--- src/rtl/polaris_pkg.sv ---
// Shared encodings for the Polaris instruction-fetch path: request sizes,
// the illegal-instruction word and the fetch bridge state encoding.
package polaris_pkg;

  typedef logic [1:0] isiz_t;
  typedef logic [1:0] ifb_state_t;

  localparam isiz_t ISIZ_NONE = 2'b00;
  localparam isiz_t ISIZ_H    = 2'b01;
  localparam isiz_t ISIZ_W    = 2'b10;
  localparam isiz_t ISIZ_D    = 2'b11;

  localparam logic [31:0] ILLEGAL_INSN = 32'h0000_0000;

  localparam ifb_state_t ST_IDLE = 2'd0;
  localparam ifb_state_t ST_LO   = 2'd1;
  localparam ifb_state_t ST_HI   = 2'd2;
  localparam ifb_state_t ST_ACK  = 2'd3;

  // Bits needed to hold a timeout limit of t cycles.
  function automatic int timer_width(input int t);
    return $clog2(t + 1);
  endfunction

endpackage

--- src/rtl/ifb_timer.sv ---
// Per-transfer watchdog for the fetch bridge: a loadable down-counter whose
// expiry flag marks the last permitted wait cycle of a bus transfer.
module ifb_timer #(
  parameter int W = 8
) (
  input  logic         clk_i,
  input  logic         reset_ni,
  input  logic         clear_i,
  input  logic         load_i,
  input  logic [W-1:0] load_val_i,
  input  logic         en_i,
  output logic         expired_o
);

  logic [W-1:0] count_q;

  // NOTE: sequential state is always assigned with <= so every register
  // samples the pre-edge values, independent of block evaluation order.
  always_ff @(posedge clk_i or negedge reset_ni) begin
    if (!reset_ni) begin
      count_q <= '0;
    end else if (load_i) begin
      count_q <= load_val_i;
    end else if (clear_i) begin
      count_q <= '0;
    end else if (en_i && (count_q != '0)) begin
      count_q <= count_q - W'(1);
    end
  end

  // A count of one is the final cycle; a cleared counter (zero) never expires.
  assign expired_o = (count_q == W'(1));

endmodule

--- src/rtl/polaris_ifetch_bridge.sv ---
// CPU instruction-fetch port to 16-bit program-memory bridge: one or two
// half-word reads assembled little-endian, with a bounded per-transfer timeout.
module polaris_ifetch_bridge
  import polaris_pkg::*;
#(
  parameter int ADDR_W  = 24,
  parameter int TIMEOUT = 255
) (
  input  logic              clk_i,
  input  logic              reset_ni,
  input  logic [63:0]       iadr_i,
  input  logic [1:0]        isiz_i,
  output logic              iack_o,
  output logic [31:0]       idat_o,
  output logic              mcyc_o,
  output logic [ADDR_W-1:0] madr_o,
  input  logic              mack_i,
  input  logic [15:0]       mdat_i,
  output logic              timeout_o
);

  localparam int             TW    = timer_width(TIMEOUT);
  localparam logic [TW-1:0]  TLOAD = TW'(TIMEOUT);

  ifb_state_t state_q;
  logic       half_q;

  logic req_go;
  logic tmr_load;
  logic tmr_clear;
  logic tmr_en;
  logic tmr_expired;

  // Upper address bits wrap away and bit 0 is never used for addressing.
  logic unused_iadr;
  assign unused_iadr = ^{iadr_i[63:ADDR_W], iadr_i[0]};

  // NOTE: every always_comb output gets a value on every path (here with no
  // branches at all), which is what keeps synthesis from inferring latches.
  always_comb begin
    req_go    = (state_q == ST_IDLE) && ((isiz_i == ISIZ_W) || (isiz_i == ISIZ_H));
    tmr_load  = req_go || ((state_q == ST_LO) && mack_i);
    tmr_en    = (state_q == ST_LO) || (state_q == ST_HI);
    tmr_clear = !tmr_en;
  end

  ifb_timer #(
    .W (TW)
  ) u_timer (
    .clk_i      (clk_i),
    .reset_ni   (reset_ni),
    .clear_i    (tmr_clear),
    .load_i     (tmr_load),
    .load_val_i (TLOAD),
    .en_i       (tmr_en),
    .expired_o  (tmr_expired)
  );

  always_ff @(posedge clk_i or negedge reset_ni) begin
    if (!reset_ni) begin
      state_q   <= ST_IDLE;
      half_q    <= 1'b0;
      iack_o    <= 1'b0;
      idat_o    <= ILLEGAL_INSN;
      mcyc_o    <= 1'b0;
      madr_o    <= '0;
      timeout_o <= 1'b0;
    end else begin
      case (state_q)
        ST_IDLE: begin
          iack_o    <= 1'b0;
          timeout_o <= 1'b0;
          if (isiz_i == ISIZ_W) begin
            state_q <= ST_LO;
            half_q  <= 1'b0;
            mcyc_o  <= 1'b1;
            madr_o  <= {iadr_i[ADDR_W-1:2], 2'b00};
          end else if (isiz_i == ISIZ_H) begin
            state_q <= ST_HI;
            half_q  <= 1'b1;
            mcyc_o  <= 1'b1;
            madr_o  <= {iadr_i[ADDR_W-1:1], 1'b0};
          end else if (isiz_i == ISIZ_D) begin
            // Double fetches are unsupported: answer at once with an illegal word.
            state_q <= ST_ACK;
            idat_o  <= ILLEGAL_INSN;
            iack_o  <= 1'b1;
          end
        end

        ST_LO: begin
          if (mack_i) begin
            idat_o[15:0] <= mdat_i;
            madr_o       <= madr_o + ADDR_W'(2);
            state_q      <= ST_HI;
          end else if (tmr_expired) begin
            state_q   <= ST_ACK;
            mcyc_o    <= 1'b0;
            idat_o    <= ILLEGAL_INSN;
            iack_o    <= 1'b1;
            timeout_o <= 1'b1;
          end
        end

        ST_HI: begin
          if (mack_i) begin
            if (half_q) begin
              idat_o <= {16'h0000, mdat_i};
            end else begin
              idat_o[31:16] <= mdat_i;
            end
            state_q <= ST_ACK;
            mcyc_o  <= 1'b0;
            iack_o  <= 1'b1;
          end else if (tmr_expired) begin
            state_q   <= ST_ACK;
            mcyc_o    <= 1'b0;
            idat_o    <= ILLEGAL_INSN;
            iack_o    <= 1'b1;
            timeout_o <= 1'b1;
          end
        end

        ST_ACK: begin
          // Unconditional return; a request still held here is seen fresh in IDLE.
          state_q   <= ST_IDLE;
          iack_o    <= 1'b0;
          timeout_o <= 1'b0;
          mcyc_o    <= 1'b0;
        end

        default: begin
          state_q <= ST_IDLE;
          iack_o  <= 1'b0;
          mcyc_o  <= 1'b0;
        end
      endcase
    end
  end

endmodule
--- config.mk ---
export PLATFORM = sky130hd
export DESIGN_NAME = polaris_ifetch_bridge
export DESIGN_NICKNAME = d
export VERILOG_FILES = /design/src/rtl/polaris_pkg.sv /design/src/rtl/ifb_timer.sv /design/src/rtl/polaris_ifetch_bridge.sv
export SDC_FILE = /design/constraint.sdc
export NUM_CORES = 1
export LEC_CHECK = 0
export ABC_AREA = 1
export ABC_CLOCK_PERIOD_IN_PS = 4700
export BUFFER_PORTS_ARGS = -buffer_cell sky130_fd_sc_hd__clkbuf_2
export CORE_AREA = 5 5 120 122
export CTS_BUF_LIST = sky130_fd_sc_hd__clkbuf_8
export DETAILED_ROUTE_END_ITERATION = 10
export DIE_AREA = 0 0 125 127
export PLACE_DENSITY_LB_ADDON = 0.15
export SLEW_MARGIN = 20
export SYNTH_ARGS = -nofsm -noshare
export SYNTH_HDL_FRONTEND = slang
export SYNTH_HIERARCHICAL = 1
export SYNTH_SLANG_ARGS = --single-unit
--- constraint.sdc ---
create_clock -name clk_i -period 4.7 [get_ports clk_i]
set_input_delay 0.94 -clock clk_i [delete_from_list [all_inputs] [get_ports clk_i]]
set_output_delay 0.94 -clock clk_i [all_outputs]
set_load 0.01 [all_outputs]
==> impl_metrics.csv, run 1 <==
group,metric,value,unit
layout,layout.nets,829,
pwr,power_density,695,nW/µm²
drt,firstDrtPassIters,5,
synth,synthAdderAreaFrac,3.60,%
pwr,combPwrFrac,57.2,%
worst_setup_path,critPathArrivalTime,2750,ps
synth,synth.area.top_cells,"dfrtp_1 (38%), nand2_1 (11%), o21ai_0 (7.5%)",
floorplanning,num_rows,42,
sta,setup_viol,0,
pwr,pwr-share-clk,13.7,%
drt,drt_iter0_drc,312,
clocking,hold_buffers,0,
worst_setup_path,crit_fanout,32,
pwr,power_leakage,0.00266,µW
sta,timing_hold_violations_final,0,
floorplanning,die-area,15900,µm²
synth,synth_top_family_by_area,"simple AND/OR/NAND/NOR gates",
drt,wl_per_cell,13.9,µm
sta,maxSlewViolCount,0,
sta,period_share,52.8,%
synth,yosysTopAreaCell,"dfrtp_1",
clocking,clock_sinks,69,
layout,area_growth,18.2,%
drt,drc,0,
pwr,intPower,1770,µW
synth,synth_compound_area_share,17.9,%
clocking,clkSlewWorstSetupHoldPaths,80,ps
pwr,ir_drop,0.259,mV
synth,synth_simple_gate_area_share,28.6,%
drt,vias,4415,
sta,timing.fmax,0.403,GHz
worst_hold_path,hold_class,"register to register",
sta,holdWs,514,ps
worst_setup_path,crit_path_start_kind,"register",
synth,ys_types,39,
pwr,fin_total_pwr,3710,µW
synth,syn-cell-area,4520,µm²
pwr,p_switching,1940,µW
clocking,cts_inserted_buffers,9,
global_routing,track_usage,16.4,%
floorplanning,pin_count,144,
synth,synth_ff_type,"dfrtp_1",
layout,drive_above_1_share,22.8,%
clocking,post_cts_resized,0,
flow_run,maxCapViolCount,0,
clocking,cts_buffer_depth,2,
clocking,clock_latency,370,ps
global_routing,grt_pass1_wl,21500,µm
clocking,root_buffer,"clkbuf_8",
layout,final_common_cell,"nand2_1",
worst_setup_path,cpMaxStageDelayCell,"inv_2",
worst_setup_path,max_stage_delay,490,ps
drt,ant_nets,0,
sta,rsz0062_at_grt,"false",
worst_setup_path,cp-end-kind,"register",
synth,async_flop_share,100,%
floorplanning,coreArea,13100,µm²
layout,mostFrequentLayoutCells,"nand2_1 (133), clkbuf_2 (100), inv_1 (81), dfrtp_1 (69), o21ai_0 (68)",
synth,synth-xor-area-share,0.387,%
synth,muxShareOfSynthArea,0.221,%
sta,finClkSkew,15.0,ps
sta,max_slew.worst_pin.slew,885,ps
clocking,cts_tree,"built",
pwr,switching_share,52.2,%
sta,setup_slack,2220,ps
global_routing,antenna_found_initial,0,
clocking,cts_setup_buffers,0,
synth,syn_avg_cell_area,7.11,µm²
placement,dp_hpwl,9060,µm
synth,ys.warnings.count,6,
global_routing,grt_max_degree,41,
floorplanning,die_width,125,µm
placement,pre_cts_slack,1880,ps
synth,synth_edf_count,0,
worst_setup_path,critPathKind,"register to register",
sta,period_needed,2480,ps
synth,synth-seq-cells,69,
worst_setup_path,r2r-start,"state_q[1]",
synth,ys_seq_area_share,38.2,%
sta,max_slew_margin,41.0,%
pwr,seqPwrFrac,29.1,%
synth,syn_inst,636,
synth,synth.top_cell.area_share,38.2,%
placement,port_buffers,101,
placement,gp_congestion,0.875,
floorplanning,die_h,127,µm
floorplanning,start_util,34.5,%
worst_setup_path,crit_chain,"inv_1 -> ha_1 -> inv_2 -> nor2_1 -> a21oi_1 -> nand2_1 -> buf_4 -> inv_2 -> o21ai_0 -> o21ai_1 -> inv_1",
sta,tns,0,ps
worst_setup_path,required,4960,ps
clocking,h-tree-depth,3,
global_routing,overflow,0,
drt,wirelength,12700,µm
worst_hold_path,min_from,"idat_o[11]",
global_routing,grt_pass1_vias,4472,
drt,vias_per_cell,4.84,
worst_setup_path,startpoint,"state_q[1]",
layout,diodes,0,
outcome,status,"finished clean",
-- cell families (layout without fill, tap and decap cells) --
| group | after synthesis | after routing |
|---|---|---|
| simple gates | 288 | 288 |
| flops | 69 | 69 |
| buf+inv | 116 | 209 |
| xor+xnor | 2 | 2 |
| mux | 1 | 1 |
| other cells | 2 | 9 |
| compound gates | 145 | 145 |
| fa+ha+maj | 13 | 13 |
-- power groups by stage --
stage          registers, µW  clock network (µW)  logic, µW
2_1_floorplan           1120                   0       1560
3_3_place_gp            1090                   0       2100
3_5_place_dp            1090                   0       2140
4_1_cts                 1080                 522       2150
5_1_grt                 1120                 550       2420
6_report                1080                 507       2120
-- area by class of cell --
type / count / area, µm²
Fill cell: 1415 / 7740
Multi-Input combinational cell: 458 / 2330
Sequential cell: 69 / 1730
Timing Repair Buffer: 106 / 543
Inverter: 87 / 327
Tap cell: 176 / 220
Clock buffer: 9 / 124
Clock inverter: 7 / 75.1
-- worst paths after layout --
path                         endpoint  slack [ps]  cells past startpoint
min                        idat_o[11]         510                      2
max                        madr_o[13]        2220                     11
min reg2reg                idat_o[11]         510                      2
max in group asynchronous  madr_o[15]        3020                      2
max reg2reg                madr_o[13]        2220                     11
min in group asynchronous  madr_o[19]         690                      1
-- critical path, delay by kind of cell (launching register included) --
kind	cells	cell delay [ps]
buffers and inverters	5	1140
DFF	1	390
AOI/OAI and AO/OA	3	430
adders and majority gates	1	210
and+or+nand+nor	2	210
-- layer usage --
metal | part of all wire, % | routed length, µm | up-vias | global-route usage, %
met1 | 44 | 5530 | 2047 | 19.5
met5 | 0 | 0 | - | 0
met3 | 6.0 | 761 | 15 | 5.09
li1 | - | - | 2232 | -
met4 | 1.4 | 184 | 0 | 4.97
met2 | 49 | 6210 | 121 | 28.5
-- sequential cells by signal, indices dropped and copies added, names as in the netlist --
register         count
idat_o              32
madr_o              23
u_timer/count_q      8
state_q              2
half_q               1
iack_o               1
mcyc_o               1
timeout_o            1
-- cells in the mapped netlist, types with 4 or more instances --
master,n
nand2_1,133
inv_1,80
dfrtp_1,69
o21ai_0,68
nor2_1,65
nand3_1,55
a21oi_1,27
o21ai_1,26
clkbuf_1,13
ha_1,13
nand2_2,8
o21ai_2,8
inv_2,7
nand3_2,7
buf_4,6
buf_2,5
nor2_2,5
buf_6,4
nor2_4,4
o22ai_1,4
-- per-stage QoR --
| stage | instances | area [µm²] | util [%] |
|---|---|---|---|
| 2_1_floorplan | 643 | 4550 | - |
| 3_3_place_gp | 896 | 5140 | 39.3 |
| 3_5_place_dp | 896 | 5140 | 39.3 |
| 4_1_cts | 912 | 5340 | 40.8 |
| 5_1_grt | 912 | 5340 | 40.8 |
| 6_report | 912 | 5340 | 40.8 |
Power figures use the tool's default switching activity.
==> inputs of run 2 (changes only) <==
Settings changed: ABC_CLOCK_PERIOD_IN_PS 4700 to 2400.
Clock period 4.7 ns to 2.4 ns, I/O delays scaled along.
==> run 2 against run 1 <==
Sequential share of layout area down 0.75 points. Fmax up 28%. Setup slack worse by 1800 ps. Sequential cell count unchanged. First-iteration DRC count up 1.9%. Critical endpoint is now idat_o[19]. Final area up 2.4%. Sequential power up 96%. Clock-buffer cell count up 2. Critical path type unchanged. Register-to-register slack worse by 1800 ps. Final cell count up 0.99%. Critical path depth down 3.
==> impl_metrics.csv, run 2 (same netlist as run 1, synthesis figures left out) <==
group,metric,value,unit
clocking,clock_latency,370,ps
pwr,power_density,1390,nW/µm²
sta,holdWs,125,ps
global_routing,overflow,0,
drt,vias_per_cell,4.75,
floorplanning,start_util,34.5,%
layout,drive_above_1_share,23.9,%
floorplanning,die_width,125,µm
clocking,clock_sinks,69,
worst_setup_path,critPathArrivalTime,2230,ps
flow_run,maxCapViolCount,0,
floorplanning,die-area,15900,µm²
clocking,cts_inserted_buffers,9,
worst_setup_path,critPathKind,"register to register",
sta,max_slew_margin,57.2,%
sta,period_share,80.8,%
drt,wirelength,12800,µm
sta,timing_hold_violations_final,0,
clocking,clkSlewWorstSetupHoldPaths,90,ps
worst_setup_path,cp-end-kind,"register",
clocking,hold_buffers,0,
outcome,status,"finished clean",
drt,ant_nets,0,
worst_setup_path,crit_path_start_kind,"register",
worst_setup_path,required,2690,ps
layout,mostFrequentLayoutCells,"nand2_1 (133), clkbuf_2 (100), inv_1 (80), dfrtp_1 (69), o21ai_0 (68)",
placement,gp_congestion,0.885,
clocking,post_cts_resized,0,
drt,vias,4372,
layout,layout.nets,838,
layout,largest_reg_flops,32,
pwr,power_leakage,0.00273,µW
drt,drc,0,
floorplanning,coreArea,13100,µm²
global_routing,track_usage,16.2,%
layout,final_common_cell,"nand2_1",
sta,rsz0062_at_grt,"false",
floorplanning,die_h,127,µm
worst_setup_path,cpMaxStageDelayCell,"dfrtp_1",
global_routing,grt_pass1_wl,21300,µm
worst_setup_path,critical_path.top_delay_family,"buffers and inverters",
layout,area_growth,21.0,%
clocking,cts_buffer_depth,2,
sta,tns,0,ps
worst_setup_path,crit_chain,"inv_1 -> ha_1 -> inv_2 -> buf_4 -> a211oi_2 -> a21oi_2 -> buf_4 -> o21ai_0",
sta,maxSlewViolCount,0,
clocking,h-tree-depth,3,
clocking,cts_setup_buffers,0,
global_routing,antenna_found_initial,0,
sta,setup_viol,0,
pwr,p_switching,3800,µW
sta,timing.fmax,0.516,GHz
worst_setup_path,max_stage_delay,410,ps
layout,top_regs,"idat_o (32), madr_o (23), u_timer/count_q (8)",
layout,final_util,41.8,%
drt,wl_per_cell,13.9,µm
pwr,pwr-share-clk,15.1,%
worst_setup_path,cpMostUsedCell,"buf_4",
pwr,combPwrFrac,56.9,%
global_routing,grt_pass1_vias,4345,
pwr,intPower,3780,µW
pwr,seqPwrFrac,27.9,%
global_routing,grt_max_degree,38,
layout,n_fill_cell,1402,
placement,dp_hpwl,9420,µm
floorplanning,pin_count,144,
sta,max_slew.worst_pin.slew,642,ps
layout,diodes,0,
worst_setup_path,cp_num_buf_inv,4,
placement,port_buffers,101,
clocking,cts_tree,"built",
clocking,root_buffer,"clkbuf_8",
pwr,ir_drop,0.683,mV
drt,drt_iter0_drc,318,
worst_hold_path,hold_class,"primary input to asynchronous set/reset pin",
pwr,switching_share,50.1,%
worst_setup_path,crit_fanout,16,
floorplanning,num_rows,42,
sta,period_needed,1940,ps
layout,regMostFlops,"idat_o",
drt,firstDrtPassIters,5,
sta,finClkSkew,15.9,ps
## run 2: final timing paths
path / startpoint / to / slack, ps / cells past startpoint
max in group asynchronous: reset_ni / idat_o[31] / 1530 / 2
worst max-delay path: state_q[1] / idat_o[19] / 460 / 8
worst max register to register: state_q[1] / idat_o[19] / 460 / 8
worst min register to register: idat_o[12] / idat_o[12] / 510 / 2
min in group clk_i: iadr_i[2] / madr_o[2] / 350 / 3
worst min-delay path: reset_ni / madr_o[6] / 130 / 1
## run 2: metal layers
layer	GRT usage, %	up-vias	part of all wire, %
li1	-	2240	-
met1	19.9	2010	45
met2	27.4	100	48
met3	3.96	22	5.1
met4	6.70	0	2.2
met5	0	-	0
## run 2: layout make-up
type	instances	area (µm²)	area share, %
clock inverters	5	81.3	1.49
multi-input cells	458	2330	42.5
inverters	87	327	5.97
clock buffers	11	151	2.77
well taps	176	220	4.03
flip-flops and latches	69	1730	31.6
repair buffers	115	636	11.6
## run 2: stage by stage
step,instances,setup WS [ps],power [µW],area [µm²]
after detailed placement,905,346,6500,5240
after floorplan,643,268,5260,4550
after global routing,921,285,8330,5470
after global placement,905,385,6400,5240
final,921,461,7580,5470
after CTS,921,427,7680,5470
## run 2: power by group through the flow
stage	clock, µW	combinational, µW	sequential, µW
after floorplan	0	3060	2190
after global placement	0	4270	2130
after detailed placement	0	4360	2140
after CTS	1180	4380	2120
after global routing	1220	4920	2190
final	1150	4310	2120
## run 2: worst reg2reg max path, stage by stage, from the launching register on
cell and delay [ps]:
dfrtp_1 410, inv_1 130, ha_1 290, inv_2 90
buf_4 210, a211oi_2 290, a21oi_2 90, buf_4 200
o21ai_0 170
==> inputs of run 3 (changes only) <==
Settings changed: ABC_CLOCK_PERIOD_IN_PS 2400 to 1900.
Clock period 2.4 ns to 1.9 ns, I/O delays scaled along.
==> run 3 against run 2 <==
Worst hold slack got worse by 98 ps. Core utilization up 0.87 points. Fmax increased by 8.6%. Sequential power rose by 26%. Clock-buffer cell count shrank 1. Die area stayed put. Final cell count increased by 1.6%. Clock power about the same. Non-clock buffer count rose by 16. Power up 27%. Sequential cell count stayed put. First-iteration DRC count decreased by 7.9%. Critical path type unchanged.
==> impl_metrics.csv, run 3 (same netlist as run 1, synthesis figures left out) <==
group,metric,value,unit
layout,mostFrequentLayoutCells,"nand2_1 (132), clkbuf_2 (100), inv_1 (79), dfrtp_1 (69), o21ai_0 (66)",
clocking,cts_tree,"built",
floorplanning,num_rows,42,
worst_hold_path,hold_class,"primary input to asynchronous set/reset pin",
clocking,clock_latency,370,ps
sta,rsz0062_at_grt,"true",
worst_setup_path,cpMostUsedCell,"o21ai_0",
sta,timing.fmax,0.560,GHz
global_routing,use_met2,27.0,%
clocking,clkSlewWorstSetupHoldPaths,90,ps
floorplanning,die_width,125,µm
layout,area_growth,23.5,%
sta,timing_hold_violations_final,0,
floorplanning,die_h,127,µm
pwr,power_leakage,0.00277,µW
worst_setup_path,crit_path_start_kind,"register",
worst_setup_path,cpMaxStageDelayCell,"dfrtp_1",
layout,n_fill_cell,1374,
sta,setup_viol,0,
clocking,clock_sinks,69,
global_routing,met1_usage,20.2,%
placement,dp_hpwl,9290,µm
worst_setup_path,required,2210,ps
global_routing,use_met3,4.09,%
layout,drive_above_1_share,26.1,%
clocking,root_buffer,"clkbuf_8",
drt,drc,0,
layout,top_regs,"idat_o (32), madr_o (23), u_timer/count_q (8)",
drt,drt_iter0_drc,293,
pwr,power_density,1730,nW/µm²
global_routing,grt_pass1_wl,21100,µm
outcome,status,"finished clean",
drt,vias_per_cell,4.74,
global_routing,track_usage,16.2,%
sta,period_share,93.9,%
sta,finClkSkew,12.4,ps
layout,design_area,5580,µm²
drt,wl_per_cell,13.6,µm
layout,final_common_cell,"nand2_1",
worst_setup_path,cp-end-kind,"register",
worst_setup_path,critPathKind,"register to register",
sta,maxSlewViolCount,0,
drt,wirelength,12700,µm
sta,period_needed,1780,ps
floorplanning,die-area,15900,µm²
floorplanning,pin_count,144,
sta,holdWs,27.7,ps
global_routing,top_usage_layer,"met2",
global_routing,overflow,0,
worst_setup_path,max_stage_delay,450,ps
flow_run,maxCapViolCount,0,
sta,tns,0,ps
floorplanning,start_util,34.5,%
clocking,cts_buffer_depth,2,
worst_setup_path,crit_chain,"nor2_4 -> nand3_2 -> nor2_4 -> buf_4 -> nor2_1 -> o21ai_0 -> o21ai_0 -> o21ai_0 -> mux2i_1 -> inv_1",
placement,placed_area,5350,µm²
layout,largest_reg_flops,32,
worst_setup_path,critPathArrivalTime,2090,ps
layout,regMostFlops,"idat_o",
floorplanning,coreArea,13100,µm²
global_routing,antenna_found_initial,0,
clocking,h-tree-depth,3,
placement,gp_congestion,0.897,
drt,ant_nets,0,
layout,diodes,0,
drt,vias,4440,
worst_setup_path,crit_fanout,11,
drt,firstDrtPassIters,4,
global_routing,grt_max_degree,70,
placement,port_buffers,101,
layout,final_util,42.7,%
layout,layout.nets,854,
pwr,ir_drop,0.834,mV
clocking,cts_inserted_buffers,9,
global_routing,grt_pass1_vias,4310,
==> run 3: cell count changes in the layout (fill, tap and decap cells not counted), moves of 2 or more <==
cell        previous run  this run
clkinvlp_4             1         3
buf_6                  0         2
o21ai_1               26        28
bufinv_16              2         0
nor2_1                65        63
o21ai_0               68        66
buf_4                 12        25
==> run 3: per-layer routing <==
layer | share of wire, % | vias up | wire length (µm)
li1 | - | 2277 | -
met1 | 45 | 2041 | 5670
met2 | 48 | 102 | 6080
met3 | 5.3 | 20 | 674
met4 | 2.3 | 0 | 297
met5 | 0 | - | 0
==> run 3: worst paths after layout <==
| check | startpoint | endpoint | slack [ps] | cells past startpoint |
|---|---|---|---|---|
| min reg2reg | idat_o[12] | idat_o[12] | 510 | 2 |
| min in group clk_i | iadr_i[2] | madr_o[2] | 250 | 3 |
| max reg2reg | u_timer/count_q[4] | iack_o | 120 | 10 |
| max | u_timer/count_q[4] | iack_o | 120 | 10 |
| max in group asynchronous | reset_ni | idat_o[4] | 1550 | 2 |
| min | reset_ni | madr_o[10] | 30 | 2 |
==> run 3: per-stage QoR <==
step                instances  power, µW  setup WS (ps)
global route              936      10600           1.40
finish                    936       9640            115
CTS                       934       9610           34.4
floorplan                 643       6660           26.6
global placement          919       8340          -18.3
detailed placement        919       8420          -43.7
==> run 3: layout make-up <==
cell class,instances,area (µm²),area share (%)
multi-input combinational,458,2350,42.1
clock buffer,10,138,2.47
inverter,87,334,5.99
sequential,69,1730,30.9
timing repair buffer,131,776,13.9
tap,176,220,3.95
clock inverter,5,36.3,0.650
==> run 3: timing repair <==
item,CTS,global route
endpoints found under the hold margin,0,0
setup endpoints to repair,4,29
resized for setup,3,11
hold buffers,0,0
buffers inserted,0,2
==> run 3: report_power, final <==
group / leakage, µW / internal (µW) / switching [µW]
Sequential: 0.000892 / 2070 / 597
Combinational: 0.00180 / 2180 / 3660
Clock: 0.0000808 / 504 / 633
Total: 0.00277 / 4750 / 4890
==> run 3: critical path: cells and delay by family (launching register included) <==
| family | cells | cell delay (ps) |
|---|---|---|
| AND/OR/NAND/NOR | 4 | 540 |
| flip-flops | 1 | 450 |
| AO/OA/AOI/OAI | 3 | 360 |
| buffers and inverters | 2 | 270 |
| multiplexers | 1 | 110 |
